<file path="src/rtl/kb_cursor_ctrl.sv">
// Battleship input sequencer: queues decoded key events, steers a saturating
// board cursor and raises a fire request that the processor must acknowledge.
module kb_cursor_ctrl #(
   parameter int GRID_W     = 10,
   parameter int GRID_H     = 10,
   parameter int COORD_W    = 4,
   parameter int FIFO_DEPTH = 4
) (
   input  logic               sys_clk,
   input  logic               rst_n,
   input  logic               kb_done,
   input  logic [1:0]         kb_direction,
   input  logic               kb_fire,
   input  logic               turn_en,
   input  logic               fire_ack,
   output logic [COORD_W-1:0] cursor_x,
   output logic [COORD_W-1:0] cursor_y,
   output logic               moved,
   output logic               fire_req,
   output logic [COORD_W-1:0] fire_x,
   output logic [COORD_W-1:0] fire_y,
   output logic               overflow,
   output logic               busy
);

   localparam int PTR_W = $clog2(FIFO_DEPTH);
   localparam int CNT_W = PTR_W + 1;
   localparam logic [COORD_W-1:0] X_MAX = COORD_W'(GRID_W - 1);
   localparam logic [COORD_W-1:0] Y_MAX = COORD_W'(GRID_H - 1);

   typedef enum logic {IDLE, FIRE_WAIT} state_t;

   state_t             state;
   logic [2:0]         fifo_mem [FIFO_DEPTH];
   logic [PTR_W-1:0]   wr_ptr;
   logic [PTR_W-1:0]   rd_ptr;
   logic [CNT_W-1:0]   count;
   logic               fifo_full;
   logic               fifo_empty;
   logic               push;
   logic               pop;
   logic               drop;
   logic [2:0]         head;
   logic [COORD_W-1:0] next_x;
   logic [COORD_W-1:0] next_y;
   logic               step_changed;

   function automatic logic [COORD_W-1:0] sat_inc(input logic [COORD_W-1:0] v,
                                                  input logic [COORD_W-1:0] lim);
      return (v == lim) ? v : v + COORD_W'(1);
   endfunction

   function automatic logic [COORD_W-1:0] sat_dec(input logic [COORD_W-1:0] v);
      return (v == '0) ? v : v - COORD_W'(1);
   endfunction

   assign fifo_full  = (count == CNT_W'(FIFO_DEPTH));
   assign fifo_empty = (count == '0);
   assign head       = fifo_mem[rd_ptr];
   assign pop        = turn_en && (state == IDLE) && !fifo_empty;
   // A full queue still accepts an event when the head leaves on the same edge.
   assign push       = turn_en && kb_done && (!fifo_full || pop);
   assign drop       = turn_en && kb_done && fifo_full && !pop;
   assign busy       = (state != IDLE) || !fifo_empty;

   always_comb begin
      next_x = cursor_x;
      next_y = cursor_y;
      case (head[1:0])
         2'b00:   next_y = sat_dec(cursor_y);
         2'b01:   next_y = sat_inc(cursor_y, Y_MAX);
         2'b10:   next_x = sat_dec(cursor_x);
         default: next_x = sat_inc(cursor_x, X_MAX);
      endcase
      step_changed = (next_x != cursor_x) || (next_y != cursor_y);
   end

   always_ff @(posedge sys_clk) begin
      if (push) fifo_mem[wr_ptr] <= {kb_fire, kb_direction};
   end

   // Queue bookkeeping; losing the turn flushes everything and clears overflow.
   always_ff @(posedge sys_clk or negedge rst_n) begin
      if (!rst_n) begin
         wr_ptr   <= '0;
         rd_ptr   <= '0;
         count    <= '0;
         overflow <= 1'b0;
      end else if (!turn_en) begin
         wr_ptr   <= '0;
         rd_ptr   <= '0;
         count    <= '0;
         overflow <= 1'b0;
      end else begin
         if (push) wr_ptr <= wr_ptr + PTR_W'(1);
         if (pop)  rd_ptr <= rd_ptr + PTR_W'(1);
         count <= count + CNT_W'(push) - CNT_W'(pop);
         if (drop) overflow <= 1'b1;
      end
   end

   always_ff @(posedge sys_clk or negedge rst_n) begin
      if (!rst_n) begin
         state    <= IDLE;
         cursor_x <= '0;
         cursor_y <= '0;
         moved    <= 1'b0;
         fire_req <= 1'b0;
         fire_x   <= '0;
         fire_y   <= '0;
      end else begin
         moved <= 1'b0;
         case (state)
            IDLE: begin
               if (pop) begin
                  if (head[2]) begin
                     fire_x   <= cursor_x;
                     fire_y   <= cursor_y;
                     fire_req <= 1'b1;
                     state    <= FIRE_WAIT;
                  end else begin
                     cursor_x <= next_x;
                     cursor_y <= next_y;
                     moved    <= step_changed;
                  end
               end
            end
            FIRE_WAIT: begin
               if (fire_ack) begin
                  fire_req <= 1'b0;
                  state    <= IDLE;
               end
            end
         endcase
      end
   end

endmodule

</file>
<file path="config.mk">
export PLATFORM = sky130hd
export DESIGN_NAME = kb_cursor_ctrl
export DESIGN_NICKNAME = d
export VERILOG_FILES = /design/src/rtl/kb_cursor_ctrl.sv
export SDC_FILE = /design/constraint.sdc
export NUM_CORES = 1
export LEC_CHECK = 0
export ABC_AREA = 1
export CAP_MARGIN = 40
export CORE_UTILIZATION = 57
export CTS_BUF_LIST = sky130_fd_sc_hd__clkbuf_8
export DETAILED_ROUTE_END_ITERATION = 6
export GPL_TIMING_DRIVEN = 0
export PLACE_DENSITY = 0.84
export REMOVE_ABC_BUFFERS = 1
export SETUP_SLACK_MARGIN = 0.2
export SKIP_LAST_GASP = 1
export SLEW_MARGIN = 20
export SYNTH_ARGS = -nofsm -noshare
export SYNTH_HDL_FRONTEND = slang
export SYNTH_SLANG_ARGS = --single-unit
</file>
<file path="constraint.sdc">
create_clock -name sys_clk -period 2.73 [get_ports sys_clk]
set_input_delay 0.273 -clock sys_clk [delete_from_list [all_inputs] [get_ports sys_clk]]
set_output_delay 0.273 -clock sys_clk [all_outputs]
set_load 0.1 [all_outputs]
</file>
Yosys cells after proc, flatten, opt, wreduce, memory -nomap -nowiden:

Memories as Yosys holds them, arrays and structs flattened.
Index checks and enable logic that the tools add are counted.

* add/subtract/negate cells: 8
* eq/ne operators: 13
* muxes and demuxes: 26
* bitwise logic cells: 2
* reductions and logical operators: 20

Operators by type and width (number)
* $mux 4: 4
* $pmux 4 s2: 2
* $mux 1: 13
* $reduce_and 3->1: 3
* $add 4x1->4 const B: 2
* $eq 4x4->1 const B: 2
* $logic_not 4->1: 2
* $mux 2: 4
* $ne 4x4->1: 2
* $sub 4x1->4 const B: 2
* $logic_and 1x1->1: 6
* $ne 2x1->1 const B: 3
* $ne 2x2->1 const B: 3
* $add 2x1->2 const B: 2
* $pmux 1 s2: 2
* $add 3x1->3: 1
* $eq 3x3->1 const B: 1
* $logic_not 1->1: 3
* $logic_not 3->1: 1
* $logic_or 1x1->1: 3
* $mux 3: 1
* $sub 3x1->3: 1
* $eq 2x1->1 const B: 1
* $eq 2x2->1 const B: 1
* 3 further kinds: 4

* bits in registers: 27
* memory bits (writable): 12
* input port bits: 8
* memories kept: 1

Memories
* fifo_mem: words 4, width 3, rd ports 1, clocked after memory_dff 0, wr ports 1, RTL line 34 `logic [2:0] fifo_mem [FIFO_DEPTH];`

Logic depth before layout (Yosys ltp):

An unclocked memory read counts as a cell.

* word-level depth: 9
* mapped depth: 12

Worst setup path after synthesis:

Ideal clock, no wire load.

* path kind: register to register
* from: reg cursor_y[0]
* to: reg moved
* data arrival time: 2245 ps
* setup slack: 423 ps
* cell stages (with the launch flop): 12
* path buffers: 0
* period minus slack after synthesis: 2307 ps
* cell sequence: dfrtp_1 > inv_1 > ha_1 > nand2_1 > nand2_1 > nand2_1 > nand3_1 > nand2_1 > nand2_1 > nand3_1 > nand2_1 > inv_1

* longest elaborated chain between the ends: 8
* elaborated cells on any way between the ends: 12
* classes of those cells: add/sub (2); eq/ne (2); mux (6); reduce/logical (2)

RTL lines
* start: declaration: RTL line 17 `output logic [COORD_W-1:0] cursor_y,`
* start signal: assignment: RTL line 123 `cursor_y <= next_y;`
* $add 4x1->4, or another cell as far along: RTL line 50 `return (v == lim) ? v : v + COORD_W'(1);`
* $mux 4, on equally long branches: RTL line 50, 54
* $pmux 4 s2: RTL line 69 `case (head[1:0])`
* $ne 4x4->1 (*): RTL line 75 `step_changed = (next_x != cursor_x) || (next_y != cursor_y);`
* $logic_or 1x1->1 (*): RTL line 75
* $mux 1 (*): RTL line 116 `if (head[2]) begin`
* $mux 1 (*): RTL line 115 `if (pop) begin`
* $mux 1 (*): RTL line 113 `case (state)`
* end signal: assignment: RTL line 124 `moved <= step_changed;`
* end: declaration: RTL line 18 `output logic moved,`

Mark *: on every way between the ends. The rest lies on a longest branch, timed or not.
A chain may end at the register's enable or synchronous reset.

Worst setup path in the final report:

* from: reg count[1]
* to: reg count[2]

* longest elaborated chain between the ends: 8
* elaborated cells on any way between the ends: 10
* classes of those cells: add/sub (2); eq/ne (1); mux (1); reduce/logical (6)

RTL lines
* start: declaration: RTL line 37 `logic [CNT_W-1:0] count;`
* start signal: assignment: RTL line 97 `count <= count + CNT_W'(push) - CNT_W'(pop);`
* $logic_not 3->1: RTL line 58 `assign fifo_empty = (count == '0);`
* $logic_not 1->1: RTL line 60 `assign pop = turn_en && (state == IDLE) && !fifo_empty;`
* $logic_and 1x1->1: RTL line 60
* $logic_or 1x1->1: RTL line 62 `assign push = turn_en && kb_done && (!fifo_full || pop);`
* $logic_and 1x1->1: RTL line 62
* $add 3x1->3: RTL line 97
* $sub 3x1->3 (*): RTL line 97
* $mux 3 (*): RTL line 89 `end else if (!turn_en) begin`

Marked as above.

==> summary.txt <==
Outcome
  – Status: finished, final reports clean

STA
  – Fmax: 0.430 GHz
  – Crit path time final: 2320 ps
  – Fin crit share: 85.1%
  – Total negative slack: 0 ps
  – Worst slew margin: 58.2%
  – Max Slew Vio Count: 0
  – Final setup fails: 0
  – PnR worst setup slack: 406 ps
  – Clock Skews: 4.79 ps
  – RSZ-0062 raised after global routing: no
  – Final count of hold timing violations: 0
  – Slew @ Worst Pin: 628 ps

Yosys
  – Yosys Warn Count: 0
  – FFs w/ async S/R, synth: 69.2%
  – Post-Syn Instances: 253
  – Sequential share of the synthesized area: 46.2%
  – Dominant synthesized flop cell: dfrtp_1
  – Syn Area/Cell: 8.86 sq um
  – Post-synth EDFFs: 12
  – Synth Register Bits: 39
  – Unique cell type count in the Yosys netlist: 29
  – Synthesized cell area: 2240 sq um

Die
  – Ports: 28
  – Placeable Area: 3720 sq um
  – Horiz. Die Dim: 64.7 um
  – Row count: 22
  – Die Ht: 64.7 um
  – Initial Util: 60.3%
  – Die footprint: 4190 sq um

Clock tree
  – Post-CTS Setup Inserts: 0
  – H-tree Lvls: 2
  – Max clock buf depth: 2
  – Root buffer cell: clkbuf_8
  – Clock slew at reported path FFs: 80 ps
  – Clk_lat worst skew: 290 ps
  – CTS Sinks: 39
  – CTS tree: built
  – Number of CTS-inserted buffers: 5

Route
  – 1st-pass router iterations: 4
  – Initial DRC count: 143
  – Final ANT Viol Nets: 0
  – Vias per cell: 5.26
  – Routed length per instance: 13.3 um
  – # DRC: 0
  – Routed WL: 4690 um
  – Routed via count: 1853

Critical path
  – CP max-delay cell: dfrtp_1
  – Worst Setup End Kind: register
  – Critical path cell sequence: nor2_2 -> nand2_1 -> nand3_2 -> nand3_1 -> nand2_2 -> ha_1 -> inv_1 -> ha_1 -> inv_1 -> fa_1 -> xor2_1 -> nor2_1
  – WP data required: 2960 ps
  – Worst r2r path cells: 12
  – Startpoint Class: register
  – Setup CP Type: reg -> reg
  – CP max FO: 8
  – Worst path max stage delay: 440 ps
  – WP data arrival: 2550 ps

Final layout
  – Area grow syn2layout: 32.0%
  – Most common cell after layout, fill and taps aside: nand2_1
  – Nets: 324
  – Most frequent cells in the layout: 70 x nand2_1, 31 x inv_1, 27 x dfrtp_1
  – ANT cells: 0
  – Share of layout cells above drive strength 1: 18.4%
  – Filler cell count: 248

Global route
  – First-pass GRT wire length: 7620 um
  – Initial antenna violation count: 0
  – Largest net degree at the start of global routing: 28
  – Vias in the first global route: 1767
  – GRT Resource Usage Total: 24.6%
  – GR Overflow Total: 0

Place
  – Dpl ws: 70.9 ps
  – GPL Wtd Cong: 0.866
  – IO buf count: 27
  – DP HPWL: 3390 um

Run
  – MaxCap Viol Count: 0

Worst hold path
  – Hold Path Stages: 2
  – Worst Hold Class: reg -> reg
final cells by class:
cell class	instances	area, sq um	area share, %
flip-flops and latches	39	1040	35.0
multi-input cells	175	1030	35.0
repair buffers	48	588	19.9
inverters	34	128	4.31
clock buffers	5	68.8	2.33
well taps	48	60.1	2.03
clock inverters	3	43.8	1.48
synthesized netlist by cell type (3+ instances only):
cell / count / area (sq um)
nand3_1: 17 / 85.1
dfrtp_1: 27 / 676
inv_1: 31 / 116
inv_2: 3 / 11.3
nand2_1: 70 / 263
xor2_1: 5 / 43.8
o2111ai_1: 3 / 26.3
nand3_2: 5 / 50.1
ha_1: 12 / 150
nand4_1: 3 / 18.8
nor2_4: 3 / 33.8
buf_6: 3 / 33.8
o21ai_2: 10 / 87.6
o21ai_0: 17 / 85.1
edfxtp_1: 12 / 360
nor2_1: 13 / 48.8
cell families after synthesis:
family                     Yosys count  synth area share, %
AOI/OAI and AO/OA                   38                 11.2
and+or+nand+nor                    116                 24.1
DFF                                 39                 46.2
xor gates and xnor gates             7                 2.73
adders and majority gates           13                 7.59
buffers and inverters               39                 7.76
muxes                                1                0.446
state kept, by name, summed over array words and instances, names as in the netlist:
signal,cells
overflow,1
cursor_x,4
wr_ptr,2
rd_ptr,2
moved,1
fire_y,4
fire_req,1
state,1
count,3
fifo_mem,12
cursor_y,4
fire_x,4
metal layers:
layer | GRT usage [%] | part of all wire (%)
met5 | 0 | 0
met4 | 14.4 | 3.6
met3 | 5.46 | 5.0
met2 | 41.8 | 50
met1 | 28.3 | 42
what timing repair did:
action | CTS | global route
setup endpoints to repair | 0 | 1
gates resized for setup | 0 | 1
hold buffers | 1 | 0
hold endpoints to repair | 2 | 0
final timing paths:
kind | endpoint | from | slack, ps
worst max-delay path | count[2] | count[1] | 410
worst min-delay path | fire_y[0] | fire_y[0] | 490
worst max register to register | count[2] | count[1] | 410
worst min register to register | fire_y[0] | fire_y[0] | 490
max in group asynchronous | wr_ptr[0] | rst_n | 1790
min in group asynchronous | fire_y[3] | rst_n | 530
stage by stage:
stage / hold slack, ps / instance area, sq um / utilization (%) / cells
after floorplan: -22.6 / 2200 / - / 248
after global placement: 465 / 2530 / 68.0 / 323
after detailed placement: 321 / 2830 / 76.3 / 343
after CTS: 488 / 2960 / 79.6 / 352
after global routing: 497 / 2960 / 79.6 / 352
final: 486 / 2960 / 79.6 / 352
worst max-delay path, delay by kind of cell, from the launching register on:
kind / cells / cell delay (ps)
AND/OR/NAND/NOR: 6 / 790
XOR/XNOR: 1 / 160
flip-flops: 1 / 440
adder cells (fa/ha/maj): 3 / 760
buffers and inverters: 2 / 110
Power is not shown: default switching activity piles up to over one toggle a cycle in this logic, so the estimate is an artifact.
